[config.mk]
export PLATFORM = sky130hd
export DESIGN_NAME = sram_bus_bridge
export DESIGN_NICKNAME = d
export VERILOG_FILES = /design/src/rtl/sram_bus_bridge.sv
export SDC_FILE = /design/constraint.sdc
export NUM_CORES = 1
export LEC_CHECK = 0
export CORE_ASPECT_RATIO = 1.4
export CORE_MARGIN = 10
export CORE_UTILIZATION = 39
export DETAILED_ROUTE_END_ITERATION = 6
export PLACE_DENSITY = 0.84
export SKIP_LAST_GASP = 1
export SYNTH_ARGS = -nofsm -noshare
export SYNTH_HDL_FRONTEND = slang
export SYNTH_SLANG_ARGS = --single-unit
[constraint.sdc]
create_clock -name clk -period 1.88 [get_ports clk]
set_input_delay 0.376 -clock clk [delete_from_list [all_inputs] [get_ports clk]]
set_output_delay 0.376 -clock clk [all_outputs]
set_load 0.02 [all_outputs]
[src/rtl/sram_bus_bridge.sv]
// Bridges the core's inst/data SRAM-style ports onto a single request/response bus
// with one transaction outstanding, stalling the core until every enabled port is served.
module sram_bus_bridge #(
    parameter int ADDR_W = 32,
    parameter int DATA_W = 32
) (
    input  logic              clk,
    input  logic              rst,
    input  logic              core_stall,
    input  logic              inst_sram_en,
    input  logic [3:0]        inst_sram_wen,
    input  logic [ADDR_W-1:0] inst_sram_addr,
    input  logic [DATA_W-1:0] inst_sram_wdata,
    output logic [DATA_W-1:0] inst_sram_rdata,
    input  logic              data_sram_en,
    input  logic [3:0]        data_sram_wen,
    input  logic [ADDR_W-1:0] data_sram_addr,
    input  logic [DATA_W-1:0] data_sram_wdata,
    output logic [DATA_W-1:0] data_sram_rdata,
    output logic              stallreq_bus,
    output logic              bus_req,
    output logic              bus_wr,
    output logic [3:0]        bus_wstrb,
    output logic [ADDR_W-1:0] bus_addr,
    output logic [DATA_W-1:0] bus_wdata,
    input  logic              bus_addr_ok,
    input  logic              bus_data_ok,
    input  logic [DATA_W-1:0] bus_rdata,
    output logic [2:0]        dbg_state
);

    // Bus handshake: a request is presented while bus_req=1 and its fields are held
    // until the cycle bus_addr_ok=1; the response (read data or write ack) arrives in
    // a cycle with bus_data_ok=1, at the earliest in the same cycle as bus_addr_ok.
    typedef enum logic [2:0] {
        IDLE   = 3'd0,
        D_REQ  = 3'd1,
        D_RESP = 3'd2,
        I_REQ  = 3'd3,
        I_RESP = 3'd4
    } state_t;

    state_t state, state_nxt;

    logic inst_done, data_done;
    logic inst_pend, data_pend;
    logic issue_data, issue_inst, addr_acc, finish;
    logic serving_data;
    logic unused_inputs;

    // Fetch is read-only, so its write-side inputs carry no meaning here.
    assign unused_inputs = ^{inst_sram_wen, inst_sram_wdata};

    assign inst_pend    = inst_sram_en & ~inst_done;
    assign data_pend    = data_sram_en & ~data_done;
    assign stallreq_bus = ~rst & (inst_pend | data_pend | (state != IDLE));
    assign serving_data = (state == D_REQ) || (state == D_RESP);
    assign dbg_state    = state;

    always_ff @(posedge clk) begin
        if (rst) begin
            state <= IDLE;
        end else begin
            state <= state_nxt;
        end
    end

    always_comb begin
        state_nxt  = state;
        issue_data = 1'b0;
        issue_inst = 1'b0;
        addr_acc   = 1'b0;
        finish     = 1'b0;
        case (state)
            IDLE: begin
                if (data_pend) begin
                    issue_data = 1'b1;
                    state_nxt  = D_REQ;
                end else if (inst_pend) begin
                    issue_inst = 1'b1;
                    state_nxt  = I_REQ;
                end
            end
            D_REQ, I_REQ: begin
                if (bus_addr_ok) begin
                    addr_acc = 1'b1;
                    if (bus_data_ok) begin
                        finish    = 1'b1;
                        state_nxt = IDLE;
                    end else begin
                        state_nxt = (state == D_REQ) ? D_RESP : I_RESP;
                    end
                end
            end
            D_RESP, I_RESP: begin
                if (bus_data_ok) begin
                    finish    = 1'b1;
                    state_nxt = IDLE;
                end
            end
            default: state_nxt = IDLE;
        endcase
    end

    always_ff @(posedge clk) begin
        if (rst) begin
            bus_req         <= 1'b0;
            bus_wr          <= 1'b0;
            bus_wstrb       <= '0;
            bus_addr        <= '0;
            bus_wdata       <= '0;
            inst_sram_rdata <= '0;
            data_sram_rdata <= '0;
            inst_done       <= 1'b0;
            data_done       <= 1'b0;
        end else begin
            if (issue_data) begin
                bus_req   <= 1'b1;
                bus_wr    <= |data_sram_wen;
                bus_wstrb <= data_sram_wen;
                bus_addr  <= data_sram_addr;
                bus_wdata <= data_sram_wdata;
            end else if (issue_inst) begin
                bus_req   <= 1'b1;
                bus_wr    <= 1'b0;
                bus_wstrb <= '0;
                bus_addr  <= inst_sram_addr;
                bus_wdata <= '0;
            end else if (addr_acc) begin
                bus_req <= 1'b0;
            end

            // Done flags survive until the core actually moves past the access,
            // so a store held on the port is never issued twice.
            if (finish) begin
                if (serving_data) begin
                    if (!bus_wr) begin
                        data_sram_rdata <= bus_rdata;
                    end
                    data_done <= 1'b1;
                end else begin
                    inst_sram_rdata <= bus_rdata;
                    inst_done       <= 1'b1;
                end
            end else if (!stallreq_bus && !core_stall) begin
                inst_done <= 1'b0;
                data_done <= 1'b0;
            end
        end
    end

endmodule

; Yosys cells after proc, flatten, opt, wreduce, memory -nomap -nowiden
; Index checks and enable logic that the tools add are counted.
[op_classes]
bitwise_logic = 10
reduce_logical = 17
n_eq_ne = 9
mux = 33
[op_table]
columns = op, n
row1 = 2-to-1 mux 32 bit, 4
row2 = 2-to-1 mux 1 bit, 19
row3 = 2-to-1 mux 3 bit, 6
row4 = one-hot mux 3 bit (3 select lines), 1
row5 = 2-to-1 mux 4 bit, 2
row6 = == test 3 x 2 -> 1 bit (second input constant), 2
row7 = != test 2 bit (second input constant), 3
row8 = AND reduction 2 bit, 3
row9 = AND reduction 3 bit, 2
row10 = nonzero test 3 bit, 2
row11 = inverter 1 bit, 5
row12 = nonzero test 2 bit, 2
row13 = OR reduction 2 bit, 2
row14 = OR reduction 4 bit, 1
row15 = bitwise AND 1 bit, 3
row16 = == test 3 x 1 -> 1 bit (second input constant), 1
row17 = == test 3 bit (second input constant), 1
row18 = logical NOT 3 bit, 1
row19 = != test 3 bit (second input constant), 1
row20 = logical NOT 1 bit, 2
row21 = != test 2 x 1 -> 1 bit (second input constant), 1
row22 = OR 1 bit, 2
row23 = one-hot mux 1 bit (2 select lines), 1
row24 = logical AND 1 bit, 1
row25 = logical OR 1 bit, 1
[word_totals]
output_inout_bits = 138
input_bits = 175
ff_bits = 139

; Depth between registers and ports, before layout
; Gate-level depths: netlist (run 1).
[depth]
ltp_word = 9
ltp_mapped = 7

; Worst setup path before layout (run 1)
; OpenSTA, ideal clock, no wires.
[synth_timing]
path_type = reg2reg
start = register state[2] (netlist: dbg_state[2])
end = register inst_sram_rdata[10]
slack_ns = 0.112
period_less_slack_ns = 1.768
n_path_buf = 2
arrival_time_ns = 1.636
stages_incl_launch_ff = 7
setup_ns = 0.132
t_required_ns = 1.748
path_cell_list = dfxtp_1 buf_2 or3b_2 a21o_1 buf_2 nand2_1 a21oi_1
[synth_via]
elab_chain_len = 4
word_cells_on_any_way = 10
[synth_rtl]
columns = item, line_no
row1 = from (decl), 43  ; state_t state, state_nxt;
row2 = from (signal assigned), 64  ; state <= state_nxt;
row3 = "== test 3 x 2 -> 1 bit, or another cell as far along", "57, 74"
row4 = OR reduction 2 bit / logical OR 1 bit (equally long branches), "74, 57"
row5 = one-hot mux 1 bit (2 select lines) / inverter 1 bit (equally long branches), --
row6 = AND reduction 2 bit (no source line) (*), --
row7 = to (signal assigned), 142  ; inst_sram_rdata <= bus_rdata;
row8 = to (decl), 14  ; output logic [DATA_W-1:0] inst_sram_rdata,
; Every way passes the cells marked *; elsewhere a longest branch is shown, timed or not.
; A chain may end at the register's enable or synchronous reset.

; Final worst setup path (run 1)
[layout_timing]
start = register state[1] (netlist: dbg_state[1])
end = output stallreq_bus
[layout_via]
elab_chain_len = 3
[layout_rtl]
columns = item, line_no
row1 = nonzero test 3 bit, 56  ; assign stallreq_bus = ~rst & (inst_pend | data_pend | (state != IDLE));
row2 = OR 1 bit, 56
row3 = bitwise AND 1 bit, 56
row4 = to (decl), 20  ; output logic stallreq_bus,
; No other way between the ends.

==> results of run 1 <==
==> logic make-up (layout without fill, tap and decap cells) <==
| logic type | after synthesis | count (layout) | synth area share, % |
|---|---|---|---|
| AO/OA/AOI/OAI | 149 | 149 | 22.5 |
| XOR/XNOR | 1 | 1 | 0.157 |
| buffers and inverters | 58 | 334 | 5.49 |
| flip-flops | 139 | 139 | 49.8 |
| AND/OR/NAND/NOR | 280 | 280 | 22.0 |
==> state kept, by name, summed over array words and instances (netlist names) <==
register         flops
inst_done            1
inst_sram_rdata     32
bus_wdata           32
data_done            1
bus_addr            32
data_sram_rdata     32
bus_wstrb            4
bus_req              1
bus_wr               1
dbg_state            3
==> worst register-to-register path, stage by stage (launching register included) <==
cell,delay (ns)
dfxtp_2,0.33
buf_4,0.15
or3b_2,0.52
a21oi_4,0.22
buf_12,0.20
nand2_1,0.10
a21oi_1,0.15
==> power by group <==
part	internal [mW]	switching, mW	total [mW]
clock	2.23	1.32	3.55
combinational	1.37	1.53	2.90
sequential	3.28	0.167	3.44
==> layer usage <==
| layer | part of all wire [%] | GRT usage (%) | routed length (µm) | vias up |
|---|---|---|---|---|
| met5 | 0.069 | 0 | 13 | - |
| met4 | 2.7 | 7.77 | 515 | 2 |
| met3 | 8.3 | 6.77 | 1570 | 33 |
| met2 | 50 | 31.0 | 9340 | 197 |
| met1 | 39 | 21.2 | 7420 | 2538 |
| li1 | - | - | - | 2678 |
==> synthesized netlist by cell type <==
cell       instances  area share (%)
o41ai_2           32             9.3
or3b_2             2            0.31
nor2_4             1            0.20
nor3b_1            1            0.13
nor3_1             2            0.18
a21oi_1           67             6.0
o21a_1             2            0.27
a211oi_2           1            0.22
clkbuf_1          28             1.9
a211oi_1           1            0.13
nand3b_1          33             4.4
buf_1              1           0.067
a22oi_1           36             4.8
buf_4              7            0.94
nand2b_1           2            0.22
o21ai_1            1           0.090
clkbuf_2           1           0.090
a32o_1             1            0.18
o2111ai_1          1            0.16
nor2b_1            3            0.34
nor2_1           102             6.9
or3_4              1            0.20
buf_2             13             1.2
inv_1              2            0.13
o21ai_0            2            0.18
o41ai_1            2            0.31
dfxtp_1          139              50
and3b_1            1            0.16
nand4b_1           1            0.16
or2_2              1            0.11
a21o_1             1            0.13
o21bai_4           1            0.34
buf_6              6             1.2
nand2_1          130             8.7
xnor2_1            1            0.16
a21oi_4            1            0.29
==> metrics by stage <==
stage / TNS, ns / instance area (µm²) / worst slack, ns / power, mW / cells
6_report: 0 / 9220 / 0.0207 / 9.90 / 1088
3_5_place_dp: -4.80 / 8580 / -0.544 / 6.43 / 1057
4_1_cts: -0.0842 / 9200 / -0.0842 / 10.0 / 1088
3_3_place_gp: -2.14 / 8580 / -0.518 / 6.38 / 1057
2_1_floorplan: 0 / 5580 / 0.112 / 5.08 / 627
5_1_grt: -0.0468 / 9220 / -0.0468 / 10.4 / 1088
==> final cells by class <==
type	count	area [µm²]	share of cell area, %
multi-input cells	430	2520	27.3
clock buffers	18	429	4.66
inverters	2	7.51	0.0815
repair buffers	301	3050	33.1
flip-flops and latches	139	2780	30.2
clock inverters	13	190	2.06
well taps	185	231	2.51
==> worst paths after layout <==
check                            from             endpoint  slack [ns]  cells past startpoint
hold / removal    inst_sram_rdata[12]  inst_sram_rdata[12]        0.45                      2
hold reg to reg   inst_sram_rdata[12]  inst_sram_rdata[12]        0.45                      2
setup / recovery         dbg_state[1]         stallreq_bus        0.02                      4
setup reg to reg         dbg_state[2]   inst_sram_rdata[6]        0.13                      6
==> what timing repair did <==
action,in CTS,in global routing
pin swaps,0,2
resized for setup,11,4
endpoints found under the setup margin,5,2
==> flow_summary.json, run 1 <==
{
  "io-pin-count": 313,
  "drt_first_iter_violations": 405,
  "critical_path.top_delay_family": "simple AND/OR/NAND/NOR gates",
  "finalHoldWorstSlack_ns": 0.451,
  "synthesis.yosys.warnings": 0,
  "clock_tree.buffer_depth": 2,
  "worst_ir_drop_on_vdd_mv": 0.723,
  "timing.max_cap.violations": 0,
  "number_of_global_route_vias_before_repair": 5383,
  "die_w_um": 121,
  "ys_ff_latch": 139,
  "cp.arrival_ns": 1.48,
  "worstSetupStartpointType": "flip-flop",
  "synth_area_per_inst_um2": 8.91,
  "gp_congestion": 0.788,
  "grt_antenna_before_repair": 1,
  "dieHeight_um": 162,
  "synthesis.nets": 802,
  "worst_ep_required_ns": 1.50,
  "initial_utilization_pct": 40.0,
  "fmax_mhz": 538,
  "finalSetupViolCount": 0,
  "max_incr_delay_on_cp_ns": 0.41,
  "syn_area_mm2": 0.00558,
  "yosysUniqueCellTypes": 36,
  "via_count": 5448,
  "fp.dieArea_mm2": 0.0196,
  "postRouteWirelength_um": 18900,
  "slowest_cell_on_the_critical_path": "or3_4",
  "tritoncts.num_buffers": 17,
  "grt_overflow": 0,
  "final.fill_count": 1104,
  "cts.hold.buffers_added": 0,
  "worst_clock_skew_ns": 0.00795,
  "period_minus_slack_ns": 1.86,
  "leakagePower_nw": 3.42,
  "rows": 51,
  "cts_root_buffer": "clkbuf_16",
  "synth.yosys.seq_area_share_pct": 49.8,
  "power_per_cell_area_mw_per_mm2": 1070,
  "cts.htree.levels": 4,
  "worst_setup_path_end_kind": "output pin",
  "run_status": "completed",
  "cts_tree": "yes",
  "tritoncts_num_sinks": 139,
  "mostFrequentLayoutCell": "clkdlybuf4s50_1",
  "worst_slew_pin_slew_ns": 0.749,
  "gr-usage-all-layers_pct": 18.7,
  "post-dp-hpwl_um": 13600,
  "synthToLayoutAreaGrowth_pct": 65.0,
  "timing.final.crit_share_pct": 98.9,
  "drc": 0,
  "cts_setup_buffers": 0,
  "finalHoldViolCount": 0,
  "critical_path.max_fanout": 2,
  "finalCoreUtilization_pct": 65.9,
  "synthesis.instances": 627,
  "antenna_violating_nets_post_route": 0,
  "grt_pass1_wl_um": 29500,
  "core_mm2": 0.0140,
  "crit_path_cell_trace": "or3_4, nor3_4, nor2_1, buf_4",
  "share_of_final_layout_standard_cells_stronger_than_drive_strength_1_pct": 11.3,
  "layout.nets": 1066,
  "portBuffers": 276,
  "firstDrtPassIters": 6,
  "grt_start_max_net_pins": 172,
  "path_class": "flip-flop to output pin",
  "clk_latency_ns": 0.41,
  "slew_violations": 0,
  "vias_per_cell": 5.01,
  "rsz0062_at_grt": "yes",
  "critical_path_buf_inv_count": 1,
  "detail_route.wl_per_cell_um": 17.3,
  "insertedDiodeCount": 0,
  "hold_removal_path_class": "flip-flop to flip-flop",
  "slew_headroom_pct": 50.1,
  "most_used_cells_in_the_layout_excluding_fill_and_tap_cells": "clkdlybuf4s50_1, dfxtp_1, nand2_1, nor2_1, a21oi_1",
  "worst_setup_hold_path_clk_slew_ns": 0.06
}
Power figures use the tool's default switching activity.
==> inputs of run 2 (changes only) <==
--- a/config.mk
+++ b/config.mk
@@ -7,2 +7,3 @@
 export LEC_CHECK = 0
+export CAP_MARGIN = 10
 export CORE_ASPECT_RATIO = 1.4
@@ -12,2 +13,3 @@
 export PLACE_DENSITY = 0.84
+export RECOVER_POWER = 50
 export SKIP_LAST_GASP = 1
--- a/constraint.sdc
+++ b/constraint.sdc
@@ -3,2 +3,2 @@
 set_output_delay 0.376 -clock clk [all_outputs]
-set_load 0.02 [all_outputs]
+set_load 0.005 [all_outputs]
==> run 2 against run 1 <==
  * Register-to-register slack worse by 0.09 ns
  * First-iteration DRC count up 37%
  * Critical path depth stayed put
  * Global-route usage rose by 0.33 points
  * Die area unchanged
  * Worst setup slack worse by 0.0070 ns
  * Critical path type unchanged
==> flow_summary.json, run 2 (same netlist as run 1, synthesis figures left out) <==
{
  "run_status": "completed",
  "gr-usage-all-layers_pct": 19.1,
  "cp.arrival_ns": 1.49,
  "detail_route.wl_per_cell_um": 17.5,
  "portBuffers": 276,
  "layout.nets": 1068,
  "initial_utilization_pct": 40.0,
  "fmax_mhz": 536,
  "core_mm2": 0.0140,
  "internal_power_mw": 6.76,
  "leakagePower_nw": 3.42,
  "rsz0062_at_grt": "yes",
  "post-dp-hpwl_um": 14000,
  "most_used_cells_in_the_layout_excluding_fill_and_tap_cells": "clkdlybuf4s50_1, dfxtp_1, nand2_1, nor2_1, a21oi_1",
  "worst_clock_skew_ns": 0.0121,
  "grt_start_max_net_pins": 148,
  "combPwrFrac_pct": 26.8,
  "via_count": 5447,
  "grt_pass1_wl_um": 30000,
  "netSwitchingFraction_pct": 28.1,
  "clock_tree.buffer_depth": 2,
  "period_minus_slack_ns": 1.87,
  "worst_ep_required_ns": 1.50,
  "timing.final.crit_share_pct": 99.3,
  "grt_overflow": 0,
  "vias_per_cell": 4.99,
  "reg2reg_slack_ns": 0.04,
  "cts.htree.levels": 4,
  "postRouteWirelength_um": 19100,
  "antenna_violating_nets_post_route": 0,
  "path_class": "flip-flop to output pin",
  "power_switching_mw": 2.64,
  "post_dp_cell_area_mm2": 0.00858,
  "io-pin-count": 313,
  "drc": 0,
  "slew_headroom_pct": 51.3,
  "tritoncts_num_sinks": 139,
  "critical_path.max_fanout": 2,
  "fin_area_mm2": 0.00920,
  "finalHoldWorstSlack_ns": 0.451,
  "holdCritStartpoint": "inst_sram_rdata[8]",
  "insertedDiodeCount": 0,
  "drt_first_iter_violations": 553,
  "rows": 51,
  "dieHeight_um": 162,
  "gp_congestion": 0.771,
  "worst_setup_path_end_kind": "output pin",
  "die_w_um": 121,
  "reg2regPathDepth": 6,
  "power_per_cell_area_mw_per_mm2": 1020,
  "finalCoreUtilization_pct": 65.8,
  "cts_tree": "yes",
  "mostFrequentLayoutCell": "clkdlybuf4s50_1",
  "cts.hold.buffers_added": 0,
  "share_of_final_layout_standard_cells_stronger_than_drive_strength_1_pct": 11.4,
  "grt_antenna_before_repair": 0,
  "firstDrtPassIters": 4,
  "worst_ir_drop_on_vdd_mv": 0.544,
  "r2r-end": "bus_wdata[6]",
  "p_clk_share_pct": 36.5,
  "number_of_global_route_vias_before_repair": 5624,
  "clk_latency_ns": 0.41,
  "fp.dieArea_mm2": 0.0196,
  "worst_setup_hold_path_clk_slew_ns": 0.06,
  "hold-path-endpoint": "inst_sram_rdata[8]",
  "worstSetupStartpointType": "flip-flop",
  "timing.max_cap.violations": 0,
  "finalHoldViolCount": 0,
  "timing.rr.start": "dbg_state[0]",
  "slew_violations": 0,
  "finalSetupViolCount": 0,
  "hold_path_depth": 2,
  "cts_root_buffer": "clkbuf_16",
  "hold_removal_path_class": "flip-flop to flip-flop",
  "seq_power_share_pct": 36.6,
  "synthToLayoutAreaGrowth_pct": 64.7,
  "worst_slew_pin_slew_ns": 0.730,
  "tritoncts.num_buffers": 17
}
-- run 2: cell count changes in the layout (fill, tap and decap cells not counted), moves of 2 or more --
cell	before	now
buf_4	18	20
clkinvlp_4	1	3
dlymetal6s2s_1	0	2
dlygate4sd2_1	4	0
nor2b_1	1	3
-- run 2: per-layer routing --
metal	GRT usage [%]	wire length (µm)	vias up
li1	-	-	2686
met5	0	0	-
met4	5.98	321	0
met3	7.61	1770	25
met2	33.6	9750	203
met1	20.2	7260	2533
-- run 2: worst max path at each step --
stage | from | endpoint | slack, ns
after global placement | data_sram_en | stallreq_bus | -0.30
after floorplan | dbg_state[2] | bus_wdata[29] | 0.21
final | dbg_state[0] | stallreq_bus | 0.01
after global routing | dbg_state[0] | stallreq_bus | -0.05
after CTS | dbg_state[0] | stallreq_bus | -0.0004
after detailed placement | data_sram_en | stallreq_bus | -0.28
-- run 2: power groups by stage --
stage	Combinational (mW)	Clock, mW	Sequential, mW
after global placement	2.52	0	3.49
after global routing	2.75	3.62	3.48
after detailed placement	2.55	0	3.51
final	2.52	3.43	3.44
after CTS	2.58	3.51	3.45
after floorplan	1.19	0	3.53
-- run 2: stage by stage --
step	total power [mW]	TNS (ns)	std cells	setup WS [ns]
2_1_floorplan	4.71	0	627	0.208
3_3_place_gp	6.01	-0.379	1059	-0.303
3_5_place_dp	6.06	-1.71	1059	-0.278
4_1_cts	9.54	-0.000432	1092	-0.000432
5_1_grt	9.84	-0.165	1091	-0.0480
6_report	9.40	0	1091	0.0136
-- run 2: final cells by class --
class	count	area, µm²
multi-input combinational	430	2500
inverter	2	7.51
clock inverter	13	166
fill	1099	4780
timing repair buffer	303	3060
clock buffer	19	443
sequential	139	2780
tap	185	231
-- run 2: worst max-delay path, cell delays in order, from the launching register on --
cell and delay [ns]:
dfxtp_1 0.31, or3_4 0.41, nor3_4 0.17, nor2_2 0.07, buf_2 0.13
-- run 2: timing repair --
| action | 4_1_cts | 5_1_grt |
|---|---|---|
| gates resized for setup | 7 | 3 |
| setup endpoints to repair | 1 | 5 |
| setup buffers | 1 | 0 |
| pin swaps | 3 | 0 |
